### config.mk
export PLATFORM = sky130hd
export DESIGN_NAME = painterengine_gpu_reader_arbiter
export DESIGN_NICKNAME = d
export VERILOG_FILES = /design/src/rtl/painterengine_gpu_reader_arbiter.sv
export SDC_FILE = /design/constraint.sdc
export NUM_CORES = 1
export LEC_CHECK = 0
export CAP_MARGIN = 20
export CORE_ASPECT_RATIO = 0.5
export CORE_MARGIN = 3
export CORE_UTILIZATION = 39
export DETAILED_ROUTE_END_ITERATION = 8
export GPL_TIMING_DRIVEN = 0
export HOLD_SLACK_MARGIN = 0.02
export PLACE_DENSITY_LB_ADDON = 0.12
export REMOVE_ABC_BUFFERS = 1
export SETUP_SLACK_MARGIN = 0.4
export SYNTH_ARGS = -nofsm -noshare
export SYNTH_HDL_FRONTEND = slang
export SYNTH_SLANG_ARGS = --single-unit
export TNS_END_PERCENT = 1
### constraint.sdc
create_clock -name i_wire_clock -period 2.7 [get_ports i_wire_clock]
set_input_delay 0.54 -clock i_wire_clock [delete_from_list [all_inputs] [get_ports i_wire_clock]]
set_output_delay 0.54 -clock i_wire_clock [all_outputs]
set_load 0.01 [all_outputs]
### src/rtl/painterengine_gpu_reader_arbiter.sv
// painterengine_gpu_reader_arbiter
// Shares one GPU DMA reader between PARAM_MASTERS requesters with
// round-robin arbitration at whole-transaction granularity.
// Optional ACTIVE-state stall watchdog: define READER_ARB_WATCHDOG_EN.
module painterengine_gpu_reader_arbiter #(
    parameter int PARAM_MASTERS = 2,
    parameter int PARAM_TIMEOUT = 4096
) (
    input  logic                        i_wire_clock,
    input  logic                        i_wire_resetn,
    input  logic [32*PARAM_MASTERS-1:0] i_wire_req_address,
    input  logic [32*PARAM_MASTERS-1:0] i_wire_req_length,
    input  logic [PARAM_MASTERS-1:0]    i_wire_req_resetn,
    output logic [PARAM_MASTERS-1:0]    o_wire_req_done,
    output logic [PARAM_MASTERS-1:0]    o_wire_req_error,
    output logic [31:0]                 o_wire_req_data,
    output logic [PARAM_MASTERS-1:0]    o_wire_req_data_valid,
    input  logic [PARAM_MASTERS-1:0]    i_wire_req_data_next,
    output logic [31:0]                 o_wire_reader_address,
    output logic [31:0]                 o_wire_reader_length,
    output logic                        o_wire_reader_resetn,
    input  logic                        i_wire_reader_done,
    input  logic                        i_wire_reader_error,
    input  logic [31:0]                 i_wire_reader_data,
    input  logic                        i_wire_reader_data_valid,
    output logic                        o_wire_reader_data_next,
    output logic [PARAM_MASTERS-1:0]    o_wire_grant,
    output logic                        o_wire_busy
);

    localparam int IDX_W = $clog2(PARAM_MASTERS);

    typedef enum logic [2:0] {
        ST_IDLE    = 3'd0,
        ST_GRANT   = 3'd1,
        ST_ACTIVE  = 3'd2,
        ST_HOLD    = 3'd3,
        ST_RELEASE = 3'd4
    } state_t;

    state_t                   r_state;
    state_t                   w_state_next;
    logic [31:0]              r_reader_address, w_reader_address_next;
    logic [31:0]              r_reader_length,  w_reader_length_next;
    logic                     r_reader_resetn,  w_reader_resetn_next;
    logic [PARAM_MASTERS-1:0] r_done,  w_done_next;
    logic [PARAM_MASTERS-1:0] r_error, w_error_next;
    logic [PARAM_MASTERS-1:0] r_grant, w_grant_next;
    logic [IDX_W-1:0]         r_gidx,  w_gidx_next;
    logic [IDX_W-1:0]         r_last,  w_last_next;
    logic                     r_busy;

    logic                     w_found;
    logic [IDX_W-1:0]         w_sel;
    logic [IDX_W-1:0]         w_cand;
    logic [31:0]              w_sel_address;
    logic [31:0]              w_sel_length;
    logic                     w_g_req;
    logic                     w_active_ok;
    logic                     w_wd_expire;

    // Round-robin pick: first requester at or after last_grant+1
    always_comb begin
        w_found = 1'b0;
        w_sel   = '0;
        w_cand  = '0;
        for (int k = 1; k <= PARAM_MASTERS; k++) begin
            w_cand = IDX_W'((int'(r_last) + k) % PARAM_MASTERS);
            if (!w_found && i_wire_req_resetn[w_cand]) begin
                w_found = 1'b1;
                w_sel   = w_cand;
            end else begin
                w_found = w_found;
            end
        end
    end

    // Mux the selected master's address/length for latching
    always_comb begin
        w_sel_address = 32'd0;
        w_sel_length  = 32'd0;
        for (int k = 0; k < PARAM_MASTERS; k++) begin
            if (w_sel == IDX_W'(k)) begin
                w_sel_address = i_wire_req_address[32*k +: 32];
                w_sel_length  = i_wire_req_length[32*k +: 32];
            end else begin
                w_sel_address = w_sel_address;
            end
        end
    end

    assign w_g_req     = i_wire_req_resetn[r_gidx];
    assign w_active_ok = (r_state == ST_ACTIVE) && w_g_req;

`ifdef READER_ARB_WATCHDOG_EN
    logic [31:0] r_wd_cnt;

    assign w_wd_expire = (r_state == ST_ACTIVE) && !i_wire_reader_data_valid &&
                         !i_wire_reader_done && (r_wd_cnt == 32'(PARAM_TIMEOUT - 1));

    // Stall counter: counts idle ACTIVE cycles, cleared by any reader activity
    always_ff @(posedge i_wire_clock or negedge i_wire_resetn) begin
        if (!i_wire_resetn) begin
            r_wd_cnt <= 32'd0;
        end else if ((r_state == ST_ACTIVE) && !i_wire_reader_data_valid && !i_wire_reader_done) begin
            r_wd_cnt <= r_wd_cnt + 32'd1;
        end else begin
            r_wd_cnt <= 32'd0;
        end
    end
`else
    logic w_unused_timeout;
    assign w_unused_timeout = ^(32'(PARAM_TIMEOUT));
    assign w_wd_expire      = 1'b0;
`endif

    // Next-state and next-output logic for the arbitration FSM
    always_comb begin
        w_state_next          = r_state;
        w_reader_address_next = r_reader_address;
        w_reader_length_next  = r_reader_length;
        w_reader_resetn_next  = r_reader_resetn;
        w_done_next           = r_done;
        w_error_next          = r_error;
        w_grant_next          = r_grant;
        w_gidx_next           = r_gidx;
        w_last_next           = r_last;
        case (r_state)
            ST_IDLE: begin
                w_reader_resetn_next = 1'b0;
                if (w_found) begin
                    w_reader_address_next = w_sel_address;
                    w_reader_length_next  = w_sel_length;
                    w_grant_next          = PARAM_MASTERS'(1) << w_sel;
                    w_gidx_next           = w_sel;
                    w_state_next          = ST_GRANT;
                end else begin
                    w_state_next = ST_IDLE;
                end
            end
            ST_GRANT: begin
                // Reader is held closed for this one cycle so it starts clean
                if (!w_g_req) begin
                    w_reader_resetn_next = 1'b0;
                    w_state_next         = ST_RELEASE;
                end else if (r_reader_length == 32'd0) begin
                    w_reader_resetn_next = 1'b0;
                    w_done_next          = r_done | r_grant;
                    w_state_next         = ST_HOLD;
                end else begin
                    w_reader_resetn_next = 1'b1;
                    w_state_next         = ST_ACTIVE;
                end
            end
            ST_ACTIVE: begin
                if (!w_g_req) begin
                    w_reader_resetn_next = 1'b0;
                    w_state_next         = ST_RELEASE;
                end else if (i_wire_reader_error || w_wd_expire) begin
                    // Error dominates a coincident done
                    w_error_next         = r_error | r_grant;
                    w_reader_resetn_next = 1'b0;
                    w_state_next         = ST_HOLD;
                end else if (i_wire_reader_done) begin
                    w_done_next  = r_done | r_grant;
                    w_state_next = ST_HOLD;
                end else begin
                    w_reader_resetn_next = 1'b1;
                end
            end
            ST_HOLD: begin
                if (!w_g_req) begin
                    w_done_next          = '0;
                    w_error_next         = '0;
                    w_reader_resetn_next = 1'b0;
                    w_state_next         = ST_RELEASE;
                end else begin
                    w_state_next = ST_HOLD;
                end
            end
            ST_RELEASE: begin
                w_reader_resetn_next = 1'b0;
                w_last_next          = r_gidx;
                w_grant_next         = '0;
                w_state_next         = ST_IDLE;
            end
            default: begin
                w_reader_resetn_next = 1'b0;
                w_grant_next         = '0;
                w_done_next          = '0;
                w_error_next         = '0;
                w_state_next         = ST_IDLE;
            end
        endcase
    end

    // State and registered-output update
    always_ff @(posedge i_wire_clock or negedge i_wire_resetn) begin
        if (!i_wire_resetn) begin
            r_state          <= ST_IDLE;
            r_reader_address <= 32'd0;
            r_reader_length  <= 32'd0;
            r_reader_resetn  <= 1'b0;
            r_done           <= '0;
            r_error          <= '0;
            r_grant          <= '0;
            r_gidx           <= '0;
            r_last           <= IDX_W'(PARAM_MASTERS - 1);
            r_busy           <= 1'b0;
        end else begin
            r_state          <= w_state_next;
            r_reader_address <= w_reader_address_next;
            r_reader_length  <= w_reader_length_next;
            r_reader_resetn  <= w_reader_resetn_next;
            r_done           <= w_done_next;
            r_error          <= w_error_next;
            r_grant          <= w_grant_next;
            r_gidx           <= w_gidx_next;
            r_last           <= w_last_next;
            r_busy           <= (w_state_next != ST_IDLE);
        end
    end

    // Route reader valid to the granted master only, dropping it once aborted
    always_comb begin
        if (w_active_ok && i_wire_reader_data_valid) begin
            o_wire_req_data_valid = r_grant;
        end else begin
            o_wire_req_data_valid = '0;
        end
    end

    assign o_wire_reader_data_next = w_active_ok ? i_wire_req_data_next[r_gidx] : 1'b0;
    assign o_wire_req_data         = i_wire_reader_data;
    assign o_wire_req_done         = r_done;
    assign o_wire_req_error        = r_error;
    assign o_wire_reader_address   = r_reader_address;
    assign o_wire_reader_length    = r_reader_length;
    assign o_wire_reader_resetn    = r_reader_resetn;
    assign o_wire_grant            = r_grant;
    assign o_wire_busy             = r_busy;

endmodule
Yosys cells after proc, flatten, opt, wreduce, memory -nomap -nowiden
Cells that the tools add are included.
- muxes and demuxes: 43
- shift operators: 1
- equality and inequality tests: 13
- bitwise operators: 5
- $add $sub $neg: 2
- reduce and logical (&&, ||, !) cells: 15
- order comparisons: 3
- operators with widths (operator ; count):
    2-to-1 mux 32 bit ; 2
    logical NOT 32 bit ; 1
    2-to-1 mux 1 bit ; 21
    2-to-1 mux 2 bit ; 10
    != test 2 bit (second input constant) ; 8
    2-to-1 mux 3 bit ; 5
    case mux 3 bit (4 select lines) ; 1
    case mux 2 bit (4 select lines) ; 1
    AND reduction 7 bit ; 1
    == test 3 x 2 -> 1 bit (second input constant) ; 2
    less-than comparator 1 x 2 -> 1 bit (second input constant) ; 3
    case mux 2 bit (3 select lines) ; 1
    AND reduction 2 bit ; 3
    OR reduction 3 bit ; 2
    != test 4 bit (second input constant) ; 1
    bitwise OR 2 bit ; 2
    case mux 2 bit (2 select lines) ; 1
    AND reduction 4 bit ; 1
    == test 3 x 1 -> 1 bit (second input constant) ; 1
    == test 3 bit (second input constant) ; 1
    logical AND 1 bit ; 3
    logical NOT 3 bit ; 1
    NOT 1 bit ; 3
    case mux 1 bit (3 select lines) ; 1
    5 further kinds ; 6
- bits in registers: 77
- output and inout port bits: 107
- logic and storage cells: 92
- input bits: 169

Logic depth before layout (Yosys ltp)
Gate-level depths: netlist (run 1).
- depth after elaboration: 10
- gate-level depth with buffers: 7
- depth with buffers taken out: 4

Least setup slack after synthesis (run 1)
Ideal clock, no wire load.
- path type: input-to-output
- start: in i_wire_req_resetn[0]
- end: out o_wire_req_data_valid[0]
- data required time: 2.160 ns
- path buffers: 0
- cell stages on the path: 3
- data arrival time: 1.198 ns
- setup slack: 0.962 ns
- cell sequence: mux2_4 and2_1 and3_1
- cells in the longest elaborated chain, start to end: 5
- RTL lines (what ; line ; text):
    start: declaration ; 13 ; input logic [PARAM_MASTERS-1:0] i_wire_req_resetn,
    2-to-1 mux 1 bit (implied by the code) (2 in series) ; 92 ; assign w_g_req = i_wire_req_resetn[r_gidx];
    logical AND 1 bit ; 93 ; assign w_active_ok = (r_state == ST_ACTIVE) && w_g_req;
    logical AND 1 bit ; 226 ; if (w_active_ok && i_wire_reader_data_valid) begin
    2-to-1 mux 2 bit ; 226 ;
    end: declaration ; 17 ; output logic [PARAM_MASTERS-1:0] o_wire_req_data_valid,
Every way passes these cells. The select of a mux whose other input is x is not followed.

Worst setup path after layout (run 1)
- start: in i_wire_req_resetn[1]
- end: out o_wire_reader_data_next
- cells in the longest elaborated chain, start to end: 4
- RTL lines (what ; line ; text):
    2-to-1 mux 1 bit (implied by the code) (2 in series) ; 92 ;
    logical AND 1 bit ; 93 ;
    2-to-1 mux 1 bit ; 233 ; assign o_wire_reader_data_next = w_active_ok ? i_wire_req_data_next[r_gidx] : 1'b0;
    end: declaration ; 26 ; output logic o_wire_reader_data_next,
Every way passes these cells. The select of a mux whose other input is x is not followed.

==> results.sh, run 1 <==
export IMPL_place_area_mm2=0.00604
export IMPL_finClkSkew_ns=0.00693
export IMPL_synth_edff_count=0
export IMPL_layout_commonest_cell="clkdlybuf4s50_1"
export IMPL_io_pins=276
export IMPL_row_count=25
export IMPL_vias_per_cell=4.80
export IMPL_hold_buffers=0
export IMPL_status="completed"
export IMPL_post_place_ws_ns=-0.202
export IMPL_cp_cell_sequence="clkdlybuf4s15_2 -> mux2_4 -> and2_1 -> nor2b_1 -> clkdlybuf4s50_1"
export IMPL_syn_to_final_growth_pct=57.1
export IMPL_finalHoldViolations=0
export IMPL_post_route_period_util_pct=87.1
export IMPL_worst_path_max_fanout=6
export IMPL_path_buf_inv=2
export IMPL_dr_pass1_iters=4
export IMPL_power_mw=6.33
export IMPL_cts_clk_slew_worst_paths_ns=0.06
export IMPL_fmax_mhz=425
export IMPL_final_layout_size_suffix_gt1_share_pct=7.63
export IMPL_pwr_share_comb_pct=49.1
export IMPL_critPathSlowestCell="clkdlybuf4s50_1"
export IMPL_slew_headroom_pct=64.2
export IMPL_first_iter_violations=103
export IMPL_hp_class="input pin to async pin"
export IMPL_ctsRootBufferMaster="clkbuf_16"
export IMPL_ys_seq_area_share_pct=47.5
export IMPL_drt_total_wl_um=12000
export IMPL_final_cell_area_mm2=0.00638
export IMPL_final_cell_mix="clkdlybuf4s50_1, dfrtp_1, nand2_1, mux2i_1, o21ai_1"
export IMPL_fp_dieW_um=150
export IMPL_insertion_delay_ns=0.32
export IMPL_numCtsBuffers=9
export IMPL_dp_cells=691
export IMPL_p_per_area_mw_per_mm2=993
export IMPL_max_vdd_ir_drop_uv=448
export IMPL_ys_seq_elements=77
export IMPL_start_kind="input pin"
export IMPL_swShare_pct=35.3
export IMPL_antenna_cells=0
export IMPL_switchingPower_mw=2.24
export IMPL_drc=0
export IMPL_finalNonFillerCells=712
export IMPL_grt_antenna_before_repair=0
export IMPL_clock_sinks=77
export IMPL_pwr_share_seq_pct=33.1
export IMPL_via_count=3420
export IMPL_start_util_pct=41.5
export IMPL_grt_setup_unrepaired="true"
export IMPL_grt_total_usage_pct=20.3
export IMPL_place_congestion=0.790
export IMPL_syn_avg_cell_area_um2=10.3
export IMPL_cp_end_kind="primary output"
export IMPL_internal_power_mw=4.09
export IMPL_tightest_slew_ns=0.535
export IMPL_grt_pass1_wl_um=18200
export IMPL_period_needed_ns=2.35
export IMPL_slew_violations=0
export IMPL_yosysWarnings=0
export IMPL_cpPeakStageDelay_ns=0.47
export IMPL_place_hpwl_um=9680
export IMPL_die_h_um=78.1
export IMPL_cts_tree="yes"
export IMPL_regArea_mm2=0.00193
export IMPL_crit_family="buffers and inverters"
export IMPL_cap_violations=0
export IMPL_ant_nets=0
export IMPL_synth_cells=393
export IMPL_wl_per_cell_um=16.9
export IMPL_overflow=0
export IMPL_clockPowerShare_pct=17.7
export IMPL_io_buffers=211
export IMPL_finalWorstSetupSlack_ns=0.348
export IMPL_synthesis_area_mm2=0.00406
export IMPL_p_leak_nw=2.76
export IMPL_synth_async_reset_ratio_pct=100
export IMPL_cts_buffer_depth=2
export IMPL_nFillCells=833
export IMPL_grt_pass1_vias=3371
export IMPL_synthFlopType="dfrtp_1"
export IMPL_setup_viol=0
export IMPL_crit_required_ns=2.16
export IMPL_critPathKind="input pin to primary output"
export IMPL_core_area_mm2=0.00979
export IMPL_fin_nets=741
export IMPL_dieArea_mm2=0.0117
export IMPL_multi_input_area_mm2=0.00167
export IMPL_arrival_ns=1.81
export IMPL_h_tree_depth=3
export IMPL_ys_types=40
export IMPL_grt_max_degree=56
==> Yosys cell counts, types with 2 or more instances <==
library cell	n	share of area, %
nand4_1	4	0.62
nor2b_1	3	0.46
inv_1	6	0.55
a31o_1	2	0.43
nor3_1	2	0.25
buf_6	2	0.55
buf_2	8	0.99
clkbuf_1	3	0.28
mux2i_1	68	17
and3_1	2	0.31
clkbuf_2	2	0.25
buf_12	6	3.0
nand2b_1	2	0.31
o21ai_0	20	2.5
buf_4	34	6.3
a21oi_1	3	0.37
o21ai_1	49	6.0
nand2_1	68	6.3
o21a_1	2	0.37
nor4_1	8	1.2
dfrtp_1	76	47
nor2_1	4	0.37
and2_1	2	0.31
==> final timing paths <==
| check | from | end | slack, ns | cells after the start |
|---|---|---|---|---|
| setup / recovery | i_wire_req_resetn[1] | o_wire_reader_data_next | 0.35 | 5 |
| hold / removal | i_wire_resetn | o_wire_busy$_DFF_PN0_ | 0.11 | 1 |
| hold reg to reg | o_wire_reader_address[7]$_DFFE_PN0P_ | o_wire_reader_address[7]$_DFFE_PN0P_ | 0.47 | 2 |
| min in group i_wire_clock | o_wire_reader_address[7]$_DFFE_PN0P_ | o_wire_reader_address[7]$_DFFE_PN0P_ | 0.47 | 2 |
| setup reg to reg | r_state[2]$_DFF_PN0_ | o_wire_reader_address[12]$_DFFE_PN0P_ | 0.74 | 8 |
| max in group asynchronous | i_wire_resetn | r_last$_DFFE_PN1P_ | 2.00 | 2 |
==> registers in the layout, summed over array words and instances (netlist names), 2 cells and up <==
name and cells:
o_wire_grant 2, r_state 3, o_wire_req_error 2, o_wire_req_done 2
o_wire_reader_length 32, o_wire_reader_address 32
==> power by group through the flow <==
stage / sequential, mW / clock, mW / combinational (mW)
after floorplan: 2.34 / 0 / 1.13
after global placement: 2.13 / 0 / 2.95
after detailed placement: 2.15 / 0 / 3.07
after CTS: 2.10 / 1.16 / 3.16
after global routing: 2.18 / 1.21 / 3.39
final: 2.10 / 1.12 / 3.11
==> what timing repair did <==
item	4_1_cts	5_1_grt
endpoints found under the setup margin	5	2
resized for setup	14	1
setup buffers	5	0
gates cloned	0	0
==> cell families after synthesis <==
logic type | after synthesis | share of synthesized area [%]
simple gates | 100 | 11.2
compound gates | 85 | 12.0
flops | 77 | 47.5
mux | 70 | 17.4
buf+inv | 61 | 11.9
==> routing by layer <==
metal,vias to the layer above,GRT usage (%),wire [um]
met4,0,3.83,76
met5,-,1.82,0
met3,6,11.7,1330
met1,1576,24.1,4920
li1,1697,-,-
met2,141,32.2,5680
==> final cells by class <==
type | count | area share [%]
repair buffers | 223 | 36.1
flip-flops and latches | 77 | 30.3
multi-input cells | 255 | 26.2
clock buffers | 11 | 3.96
well taps | 135 | 2.65
clock inverters | 5 | 0.530
inverters | 6 | 0.353
==> stage by stage <==
stage	utilization (%)	hold slack, ns	TNS (ns)
2_1_floorplan	-	0.244	-41.98
3_3_place_gp	60.1	0.461	-281.46
3_5_place_dp	61.7	0.466	-0.585
4_1_cts	65.1	0.116	0
5_1_grt	65.1	0.127	0
6_report	65.1	0.113	0
No activity file was read; power rests on OpenSTA's default activity.
==> inputs of run 2 (changes only) <==
--- a/config.mk
+++ b/config.mk
@@ -12,6 +12,7 @@
 export DETAILED_ROUTE_END_ITERATION = 8
 export GPL_TIMING_DRIVEN = 0
 export HOLD_SLACK_MARGIN = 0.02
+export MAX_ROUTING_LAYER = met4
 export PLACE_DENSITY_LB_ADDON = 0.12
 export REMOVE_ABC_BUFFERS = 1
 export SETUP_SLACK_MARGIN = 0.4
==> run 2 against run 1 <==
  * Cell count did not move
  * Sequential power barely moved
  * Fmax barely moved
  * Setup slack got worse by 0.00065 ns
  * Critical path type unchanged
  * Count of clock-buffer cells in the layout did not move
  * Clock power barely moved
  * Clock skew fell by 0.00077 ns
  * Highest routed layer unchanged
==> results.sh, run 2 (same netlist as run 1, synthesis figures left out) <==
export IMPL_syn_to_final_growth_pct=57.1
export IMPL_slew_headroom_pct=64.2
export IMPL_antenna_cells=0
export IMPL_layout_commonest_cell="clkdlybuf4s50_1"
export IMPL_wl_per_cell_um=16.9
export IMPL_grt_pass1_vias=3370
export IMPL_core_area_mm2=0.00979
export IMPL_ant_nets=0
export IMPL_numCtsBuffers=9
export IMPL_final_cell_mix="clkdlybuf4s50_1, dfrtp_1, nand2_1, mux2i_1, o21ai_1"
export IMPL_grt_total_usage_pct=20.9
export IMPL_final_layout_size_suffix_gt1_share_pct=7.63
export IMPL_period_needed_ns=2.35
export IMPL_grt_pass1_wl_um=18300
export IMPL_ctsRootBufferMaster="clkbuf_16"
export IMPL_critPathKind="input pin to primary output"
export IMPL_overflow=0
export IMPL_fmax_mhz=425
export IMPL_cts_tree="yes"
export IMPL_cts_buffer_depth=2
export IMPL_cts_clk_slew_worst_paths_ns=0.06
export IMPL_finalHoldViolations=0
export IMPL_dr_pass1_iters=6
export IMPL_start_util_pct=41.5
export IMPL_cap_violations=0
export IMPL_insertion_delay_ns=0.32
export IMPL_slew_violations=0
export IMPL_drt_total_wl_um=12000
export IMPL_p_per_area_mw_per_mm2=994
export IMPL_io_buffers=211
export IMPL_finalSetupTns_ns=0
export IMPL_worst_path_max_fanout=6
export IMPL_first_iter_violations=92
export IMPL_tightest_slew_ns=0.536
export IMPL_drc=0
export IMPL_die_h_um=78.1
export IMPL_grt_antenna_before_repair=0
export IMPL_place_hpwl_um=9680
export IMPL_arrival_ns=1.81
export IMPL_fin_nets=741
export IMPL_crit_required_ns=2.16
export IMPL_reg2regPathDepth=8
export IMPL_post_route_period_util_pct=87.2
export IMPL_fp_dieW_um=150
export IMPL_status="completed"
export IMPL_p_leak_nw=2.76
export IMPL_post_place_ws_ns=-0.202
export IMPL_io_pins=276
export IMPL_cp_end_kind="primary output"
export IMPL_r2r_setup_slack_ns=0.74
export IMPL_start_kind="input pin"
export IMPL_grt_max_degree=56
export IMPL_h_tree_depth=3
export IMPL_dieArea_mm2=0.0117
export IMPL_row_count=25
export IMPL_place_congestion=0.801
export IMPL_hp_class="input pin to async pin"
export IMPL_finalWorstSetupSlack_ns=0.347
export IMPL_setup_viol=0
export IMPL_via_count=3422
export IMPL_r2r_end="o_wire_reader_address[12]$_DFFE_PN0P_"
export IMPL_vias_per_cell=4.81
export IMPL_hold_slack_ns=0.112
export IMPL_clock_sinks=77
export IMPL_timing_rr_start="r_state[2]$_DFF_PN0_"
export IMPL_max_vdd_ir_drop_uv=448
export IMPL_grt_setup_unrepaired="true"
export IMPL_finClkSkew_ns=0.00616
## run 2: final cells by class
type,count,area (um2)
Multi-Input combinational cell,255,1670
Sequential cell,77,1930
Fill cell,833,3410
Inverter,6,22.5
Tap cell,135,169
Timing Repair Buffer,223,2300
Clock inverter,5,33.8
Clock buffer,11,253
## run 2: worst max path at each step
stage | slack [ns] | start | endpoint
CTS | 0.30 | i_wire_req_resetn[1] | o_wire_req_data_valid[0]
global placement | -2.47 | i_wire_req_resetn[0] | o_wire_reader_address[16]$_DFFE_PN0P_
floorplan | -0.74 | i_wire_req_resetn[0] | o_wire_busy$_DFF_PN0_
detailed placement | -0.20 | i_wire_req_resetn[0] | o_wire_req_data_valid[1]
finish | 0.35 | i_wire_req_resetn[1] | o_wire_reader_data_next
global route | 0.26 | r_state[2]$_DFF_PN0_ | o_wire_reader_data_next
## run 2: worst max-delay path, stage by stage
cell and delay [ns]:
clkdlybuf4s15_2 0.24, mux2_4 0.28, and2_1 0.15, nor2b_1 0.12, clkdlybuf4s50_1 0.47
## run 2: report_power, final
part / internal [mW] / leakage [nW] / switching (mW)
registers: 1.73 / 0.948 / 0.372
logic: 1.70 / 1.67 / 1.42
clock network: 0.672 / 0.138 / 0.452
total: 4.09 / 2.76 / 2.24
## run 2: stage by stage
step / instance area (um2) / power [mW] / util [%] / std cells
after floorplan: 3600 / 3.47 / - / 338
after global placement: 5880 / 5.09 / 60.1 / 684
after detailed placement: 6040 / 5.22 / 61.7 / 691
after CTS: 6370 / 6.42 / 65.1 / 712
after global routing: 6380 / 6.78 / 65.1 / 712
final: 6380 / 6.34 / 65.1 / 712
## run 2: routing by layer
metal	track usage [%]	wire length (um)	vias to the layer above
met5	-	0	-
met4	3.56	69	0
li1	-	-	1693
met2	32.3	5700	144
met3	11.3	1290	6
met1	24.7	4990	1579
## run 2: timing repair
item	4_1_cts	5_1_grt
resized for setup	14	1
setup endpoints to repair	5	2
hold buffers	0	0
buffers inserted	5	0
cloned	0	0
==> inputs of run 3 (changes only) <==
--- a/config.mk
+++ b/config.mk
@@ -5,7 +5,7 @@
 export SDC_FILE = /design/constraint.sdc
 export NUM_CORES = 1
 export LEC_CHECK = 0
-export CAP_MARGIN = 20
+export CAP_MARGIN = 10
 export CORE_ASPECT_RATIO = 0.5
 export CORE_MARGIN = 3
 export CORE_UTILIZATION = 39
==> results of run 3 <==
The final DEF is identical to that of run 2; final timing and power are the same.
